$ cat src/rtl/hazard_tracker_if.sv
// hazard_tracker_if: D-stage hazard query and stage-tag export between the
// pipeline control (master) and the hazard tracker (slave).
//   D inputs : d_valid, d_rs, d_rt, d_tuse_rs, d_tuse_rt, d_dst, d_tnew,
//              d_md_op, d_md_use
//   Outputs  : stall (combinational), e_dst, m_dst, w_dst, e_tnew, m_tnew,
//              md_busy, md_count
interface hazard_tracker_if;
    logic       d_valid;
    logic [4:0] d_rs;
    logic [4:0] d_rt;
    logic [1:0] d_tuse_rs;
    logic [1:0] d_tuse_rt;
    logic [4:0] d_dst;
    logic [1:0] d_tnew;
    logic [1:0] d_md_op;
    logic       d_md_use;
    logic       stall;
    logic [4:0] e_dst;
    logic [4:0] m_dst;
    logic [4:0] w_dst;
    logic [1:0] e_tnew;
    logic [1:0] m_tnew;
    logic       md_busy;
    logic [3:0] md_count;

    modport master (
        output d_valid, d_rs, d_rt, d_tuse_rs, d_tuse_rt, d_dst, d_tnew,
               d_md_op, d_md_use,
        input  stall, e_dst, m_dst, w_dst, e_tnew, m_tnew, md_busy, md_count
    );

    modport slave (
        input  d_valid, d_rs, d_rt, d_tuse_rs, d_tuse_rt, d_dst, d_tnew,
               d_md_op, d_md_use,
        output stall, e_dst, m_dst, w_dst, e_tnew, m_tnew, md_busy, md_count
    );
endinterface

$ cat src/rtl/hazard_tracker.sv
// hazard_tracker: tracks destination/Tnew tags of instructions in E, M and W,
// raises a same-cycle stall when forwarding cannot satisfy the D-stage
// operand deadlines (Tuse), and owns the mult/div busy counter.
//   clk   : rising-edge clock
//   reset : asynchronous, active-low clear of all state
//   hz    : hazard_tracker_if.slave (D query in, stall and stage tags out)
module hazard_tracker #(
    parameter int unsigned MULT_CYC = 5,
    parameter int unsigned DIV_CYC  = 10
) (
    input  logic            clk,
    input  logic            reset,
    hazard_tracker_if.slave hz
);
    localparam int unsigned REG_W  = 5;
    localparam int unsigned TNEW_W = 2;
    localparam int unsigned CNT_W  = 4;

    logic [REG_W-1:0]  e_dst;
    logic [REG_W-1:0]  m_dst;
    logic [REG_W-1:0]  w_dst;
    logic [TNEW_W-1:0] e_tnew;
    logic [TNEW_W-1:0] m_tnew;
    logic [TNEW_W-1:0] e_tnew_dec;
    logic [CNT_W-1:0]  md_count;
    logic              md_busy;
    logic              stall_rs;
    logic              stall_rt;
    logic              stall_md;
    logic              stall;
    logic              issue_md;

    // A source hits when a not-yet-ready producer in E or M writes it.
    // W always has Tnew 0 so it is never consulted; $0 never matches.
    function automatic logic raw_hit(
        input logic [REG_W-1:0]  src,
        input logic [TNEW_W-1:0] tuse,
        input logic [REG_W-1:0]  edst,
        input logic [TNEW_W-1:0] etnew,
        input logic [REG_W-1:0]  mdst,
        input logic [TNEW_W-1:0] mtnew
    );
        logic hit;
        hit = 1'b0;
        if (src != '0 && tuse != 2'd3) begin
            hit = (edst == src && etnew > tuse) || (mdst == src && mtnew > tuse);
        end
        return hit;
    endfunction

    // Combinational stall decision; PC/FD enables consume it this cycle.
    always_comb begin
        stall_rs = 1'b0;
        stall_rt = 1'b0;
        stall_md = 1'b0;
        if (hz.d_valid) begin
            stall_rs = raw_hit(hz.d_rs, hz.d_tuse_rs, e_dst, e_tnew, m_dst, m_tnew);
            stall_rt = raw_hit(hz.d_rt, hz.d_tuse_rt, e_dst, e_tnew, m_dst, m_tnew);
            stall_md = hz.d_md_use && md_busy;
        end
    end

    assign stall      = stall_rs | stall_rt | stall_md;
    assign md_busy    = (md_count != '0);
    assign issue_md   = hz.d_valid && !stall && (hz.d_md_op != 2'b00);
    // Remaining Tnew saturates at zero as the producer moves E -> M.
    assign e_tnew_dec = (e_tnew == '0) ? '0 : e_tnew - TNEW_W'(1);

    // Stage tags: E takes the D instruction or a bubble; M and W always advance.
    always_ff @(posedge clk or negedge reset) begin
        if (!reset) begin
            e_dst  <= '0;
            e_tnew <= '0;
            m_dst  <= '0;
            m_tnew <= '0;
            w_dst  <= '0;
        end else begin
            if (stall || !hz.d_valid) begin
                e_dst  <= '0;
                e_tnew <= '0;
            end else begin
                e_dst  <= hz.d_dst;
                e_tnew <= hz.d_tnew;
            end
            m_dst  <= e_dst;
            m_tnew <= e_tnew_dec;
            w_dst  <= m_dst;
        end
    end

    // Mult/div busy counter; a new issue overrides the decrement.
    always_ff @(posedge clk or negedge reset) begin
        if (!reset) begin
            md_count <= '0;
        end else if (issue_md) begin
            md_count <= hz.d_md_op[1] ? CNT_W'(DIV_CYC) : CNT_W'(MULT_CYC);
        end else if (md_count != '0) begin
            md_count <= md_count - CNT_W'(1);
        end
    end

    assign hz.stall    = stall;
    assign hz.e_dst    = e_dst;
    assign hz.m_dst    = m_dst;
    assign hz.w_dst    = w_dst;
    assign hz.e_tnew   = e_tnew;
    assign hz.m_tnew   = m_tnew;
    assign hz.md_busy  = md_busy;
    assign hz.md_count = md_count;
endmodule

$ cat src/flat_wrapper.sv
// flat-port wrapper written by rule: the top's interface ports become plain ports
module hazard_tracker_flat 
#(
    parameter int unsigned MULT_CYC = 5,
    parameter int unsigned DIV_CYC  = 10
)
  (clk, reset, hz_d_valid, hz_d_rs, hz_d_rt, hz_d_tuse_rs, hz_d_tuse_rt, hz_d_dst, hz_d_tnew, hz_d_md_op, hz_d_md_use, hz_stall, hz_e_dst, hz_m_dst, hz_w_dst, hz_e_tnew, hz_m_tnew, hz_md_busy, hz_md_count);
  hazard_tracker_if hz_i ();
  input  logic clk;
  input  logic reset;
  input wire logic [$bits(hz_i.d_valid)-1:0] hz_d_valid;
  input wire logic [$bits(hz_i.d_rs)-1:0] hz_d_rs;
  input wire logic [$bits(hz_i.d_rt)-1:0] hz_d_rt;
  input wire logic [$bits(hz_i.d_tuse_rs)-1:0] hz_d_tuse_rs;
  input wire logic [$bits(hz_i.d_tuse_rt)-1:0] hz_d_tuse_rt;
  input wire logic [$bits(hz_i.d_dst)-1:0] hz_d_dst;
  input wire logic [$bits(hz_i.d_tnew)-1:0] hz_d_tnew;
  input wire logic [$bits(hz_i.d_md_op)-1:0] hz_d_md_op;
  input wire logic [$bits(hz_i.d_md_use)-1:0] hz_d_md_use;
  output wire logic [$bits(hz_i.stall)-1:0] hz_stall;
  output wire logic [$bits(hz_i.e_dst)-1:0] hz_e_dst;
  output wire logic [$bits(hz_i.m_dst)-1:0] hz_m_dst;
  output wire logic [$bits(hz_i.w_dst)-1:0] hz_w_dst;
  output wire logic [$bits(hz_i.e_tnew)-1:0] hz_e_tnew;
  output wire logic [$bits(hz_i.m_tnew)-1:0] hz_m_tnew;
  output wire logic [$bits(hz_i.md_busy)-1:0] hz_md_busy;
  output wire logic [$bits(hz_i.md_count)-1:0] hz_md_count;
  assign hz_i.d_valid = hz_d_valid;
  assign hz_i.d_rs = hz_d_rs;
  assign hz_i.d_rt = hz_d_rt;
  assign hz_i.d_tuse_rs = hz_d_tuse_rs;
  assign hz_i.d_tuse_rt = hz_d_tuse_rt;
  assign hz_i.d_dst = hz_d_dst;
  assign hz_i.d_tnew = hz_d_tnew;
  assign hz_i.d_md_op = hz_d_md_op;
  assign hz_i.d_md_use = hz_d_md_use;
  assign hz_stall = hz_i.stall;
  assign hz_e_dst = hz_i.e_dst;
  assign hz_m_dst = hz_i.m_dst;
  assign hz_w_dst = hz_i.w_dst;
  assign hz_e_tnew = hz_i.e_tnew;
  assign hz_m_tnew = hz_i.m_tnew;
  assign hz_md_busy = hz_i.md_busy;
  assign hz_md_count = hz_i.md_count;
  hazard_tracker #(.MULT_CYC(MULT_CYC), .DIV_CYC(DIV_CYC)) u_core (.clk(clk), .reset(reset), .hz(hz_i));
endmodule
$ cat config.mk
export PLATFORM = sky130hd
export DESIGN_NAME = hazard_tracker_flat
export DESIGN_NICKNAME = d
export VERILOG_FILES = /design/src/rtl/hazard_tracker_if.sv /design/src/rtl/hazard_tracker.sv /design/src/flat_wrapper.sv
export SDC_FILE = /design/constraint.sdc
export NUM_CORES = 1
export LEC_CHECK = 0
export ABC_AREA = 1
export ABC_CLOCK_PERIOD_IN_PS = 1900
export CORE_MARGIN = 2
export CORE_UTILIZATION = 40
export DETAILED_ROUTE_END_ITERATION = 8
export PLACE_DENSITY = 0.85
export SLEW_MARGIN = 20
export SYNTH_ARGS = -nofsm -noshare
export SYNTH_HDL_FRONTEND = slang
export SYNTH_SLANG_ARGS = --single-unit
$ cat constraint.sdc
create_clock -name clk -period 1.9 [get_ports clk]
set_input_delay 0.475 -clock clk [delete_from_list [all_inputs] [get_ports clk]]
set_output_delay 0.475 -clock clk [all_outputs]
set_load 0.03 [all_outputs]
* Yosys cells after proc, flatten, opt, wreduce, memory -nomap -nowiden *
Index checks and enable logic that the tools add are counted.
W data, S select, Z words.

storage, ports and cells
  bits in registers = 23
  output and inout bits = 25
  logic and storage cells = 51

cells by class
  bitwise operators = 2
  $add $sub $neg = 2
  equality and inequality tests = 6
  $lt $le $gt $ge = 4
  reductions and logical operators = 20
  mux-type cells = 11

operators by type and width
  operator               number
  $eq A5 B5 Y1           4
  $mux W4                3
  $reduce_bool A5 Y1     2
  $logic_and A1 B1 Y1    9
  $gt A2 B2 Y1           4
  $mux W1                5
  $mux W5                1
  $mux W2                2
  $ne A2 B2 Y1 const B   2
  $reduce_bool A2 Y1     2
  $reduce_bool A4 Y1     1
  $sub A4 B1 Y4 const B  1
  $logic_or A1 B1 Y1     3
  $logic_not A1 Y1       2
  $logic_not A2 Y1       1
  $or A1 B1 Y1           2
  $sub A2 B1 Y2 const B  1

* Longest topological paths before layout *
  word-level depth = 11
  depth in mapped cells = 16
  mapped depth without buffers = 16

* Worst setup path before layout *
Ideal clock, no wire load.

  kind = register to output
  from = register u_core.e_tnew[0] (netlist: u_core.hz.e_tnew[0])
  to = output port hz_stall
  path buffers = 0
  slack = -0.491 ns
  stages on the path, launching flop included = 14
  data required time = 1.425 ns
  data arrival time = 1.916 ns
  cells stage by stage = dfrtp_1 inv_1 ha_1 nand2_1 inv_1 nor2_1 nand2_1 nor2_2 nand2_1 nand2_2 nand2_2 nand3_2 inv_1 nor2_1

on the way
  cells in the longest elaborated chain, start to end = 7
  elaborated cells between the ends (all ways) = 12

RTL lines
  what                         RTL line              text
  from (decl)                  hazard_tracker.sv:22  logic [TNEW_W-1:0] e_tnew;
  from (signal assigned)       hazard_tracker.sv:83  e_tnew <= hz.d_tnew;
  $gt A2 B2 Y1                 hazard_tracker.sv:46  hit = (edst == src && etnew > tuse) || (mdst == src && mtnew > tuse);
  $logic_and A1 B1 Y1          hazard_tracker.sv:46
  $logic_or A1 B1 Y1           hazard_tracker.sv:46
  $mux W1                      hazard_tracker.sv:45  if (src != '0 && tuse != 2'd3) begin
  $mux W1                      hazard_tracker.sv:56  if (hz.d_valid) begin
  $or A1 B1 Y1 * (2 in a row)  hazard_tracker.sv:63  assign stall = stall_rs | stall_rt | stall_md;
  to (decl)                    flat_wrapper.sv:20    output wire logic [$bits(hz_i.stall)-1:0] hz_stall;

Mark *: on every way between the ends. The rest lies on a longest branch, timed or not.

* Worst setup path after layout *
  from = register u_core.e_tnew[1] (netlist: u_core.hz.e_tnew[1])
  to = output port hz_stall

Same word-level chain as after synthesis.

==> metrics.yaml <==
clk_latency_ns: 0.27
gr-usage-all-layers_pct: 18.4
max_slew_margin_pct: 78.3
finalPower_w: 0.00195
routedWlPerCell_um: 11.2
syn_area_per_cell_sq_um: 7.08
syn_inst: 209
firstDrtPassIters: 4
hold_slack_ns: 0.470
cts_buffer_depth: 2
fin_nets: 315
setup_ws_ns: -0.439
worstPathArrival_ns: 1.86
synthDistinctLibCells: 21
nFillCells: 297
dp_slack_ns: -0.742
mostFrequentLayoutCells: "nand2_1, inv_1, clkdlybuf4s50_1, nor2_1, dfrtp_1"
dp_hpwl_um: 2810
yosys-top-cells-area: "dfrtp_1, nand2_1, inv_1, ha_1, nor2_1"
gp_congestion: 0.882
outcome: "finished with violations"
setup_violations: 4
core_sq_um: 3610
io_buffers: 51
first_iter_violations: 85
timing.final.crit_share_pct: 123
die-height_um: 64.8
netlist_area_sq_um: 1480
crit_path_max_fanout: 3
hold_class: "reg2reg"
maxSlewViolCount: 0
vias: 1452
root_buffer: "clkbuf_8"
grt_pass1_wl_um: 6000
leakage_nw: 1.33
worstPathRequired_ns: 1.42
drv_cap: 0
synth_top_area_share_pct: 38.9
fin_worst_skew_ns: 0.00332
io_pins: 52
rsz0062_at_grt: "true"
final_common_cell: "nand2_1"
synth_area_leader_cell: "dfrtp_1"
setup_tns_ns: -0.527
design_area_sq_um: 2310
cp-end-kind: "output port"
path_clk_slew_ns: 0.08
start_kind: "register"
drive_above_1_share_pct: 24.9
wl_um: 3640
cts_tree: "done"
drc: 0
syn-num-nets: 246
grt_pass1_vias: 1368
synth-seq-area-share_pct: 38.9
ant_nets: 0
dieArea_sq_um: 4200
area_delta_synth_final_pct: 56.3
initial_utilization_pct: 41.0
final-hold-violation-count: 0
cts_num_sinks: 23
p_per_area_nw_per_um2: 844
ys_seq_elements: 23
tightest_slew_ns: 0.324
antenna_found_initial: 0
layout_min_cycle_time_ns: 2.34
synth_warnings: 0
diodes: 0
htree_levels: 1
violations: "setup timing"
grt_overflow: 0
max_freq_mhz: 427
grt_max_degree: 24
crit_type: "reg2out"
vias_per_cell: 4.47
placementRows: 22
irDropWorstVdd_mv: 0.528
fp.dieW_um: 64.8
dpl_cell_area_sq_um: 2190
numCtsBuffers: 3
hold_buffers: 0
[final timing paths]
kind	start	end	slack (ns)	depth (start not counted)
hold / removal	u_core.hz.m_dst[2]$_DFF_PN0_	u_core.hz.w_dst[2]$_DFF_PN0_	0.47	0
max in group asynchronous	reset	u_core.hz.m_tnew[0]$_DFF_PN0_	1.09	2
hold reg to reg	u_core.hz.m_dst[2]$_DFF_PN0_	u_core.hz.w_dst[2]$_DFF_PN0_	0.47	0
min in group asynchronous	reset	u_core.hz.w_dst[4]$_DFF_PN0_	0.56	2
setup reg to reg	u_core.hz.e_tnew[1]$_DFF_PN0_	u_core.hz.md_count[3]$_DFFE_PN0P_	-0.04	16
setup / recovery	u_core.hz.e_tnew[1]$_DFF_PN0_	hz_stall	-0.44	12
[synthesized netlist by cell type]
cell and instances:
a21oi_1 3, a21oi_2 1, dfrtp_1 23, ha_1 10, inv_1 47, inv_2 6, nand2_1 60, nand2_2 4
nand3_1 8, nand3_2 3, nand4_1 1, nand4_2 1, nor2_1 26, nor2_2 1, nor2_4 1, o21ai_0 3
o21ai_1 2, o21ai_2 1, o21bai_1 1, xnor2_1 1, xor2_1 6
[registers in the layout, summed over array words and instances (netlist names)]
register and cells:
u_core.hz.m_dst 5, u_core.hz.md_count 4, u_core.hz.e_dst 5, u_core.hz.w_dst 5, u_core.hz.e_tnew 2, u_core.hz.m_tnew 2
[routing by layer]
layer | global-route usage [%] | wire, um | vias up
li1 | - | - | 748
met2 | 32.5 | 1890 | 38
met4 | 5.59 | 57 | 0
met3 | 2.43 | 145 | 7
met1 | 23.3 | 1540 | 659
met5 | 0 | 0 | -
[area by class of cell]
type                    count  area [sq um]  share of cell area, %
multi-input cells         133           838                   36.2
well taps                  48          60.1                   2.60
repair buffers             64           588                   25.4
inverters                  53           201                   8.71
flip-flops and latches     23           581                   25.1
clock buffers               4          45.0                   1.95
[per-stage QoR]
stage	utilization, %	std cells
floorplan	-	209
global placement	60.8	320
detailed placement	60.8	320
CTS	62.0	324
global route	64.2	325
finish	64.2	325
[where the power goes]
part / leakage [nW] / switching, W / internal [W] / total (W)
logic: 1.01 / 0.000582 / 0.000421 / 0.00100
registers: 0.297 / 0.0000735 / 0.000572 / 0.000646
clock network: 0.0228 / 0.000155 / 0.000150 / 0.000305
[cells by family (layout without fill, tap and decap cells)]
| family | count (synthesis) | count (layout) | share of synthesized area, % |
|---|---|---|---|
| flip-flops | 23 | 23 | 38.9 |
| AND/OR/NAND/NOR | 105 | 105 | 30.7 |
| adder cells (fa/ha/maj) | 10 | 10 | 8.45 |
| XOR/XNOR | 7 | 7 | 4.14 |
| AO/OA/AOI/OAI | 11 | 11 | 4.40 |
| buffers and inverters | 53 | 121 | 13.4 |
[critical path, stage by stage (launching register included)]
cell      delay, ns
dfrtp_2        0.46
ha_4           0.29
inv_2          0.03
o21bai_1       0.11
nand2_1        0.08
nor2_2         0.11
nand2_2        0.06
nand2_2        0.06
nand2_2        0.05
nand3_2        0.07
inv_2          0.04
nor2_4         0.08
buf_6          0.13
[repair_timing]
action | 4_1_cts | 5_1_grt
pin swaps | 8 | 15
resized for setup | 27 | 32
endpoints found under the setup margin | 17 | 20
buffers inserted | 0 | 1
endpoints found under the hold margin | 0 | 0
Power figures use the tool's default switching activity.
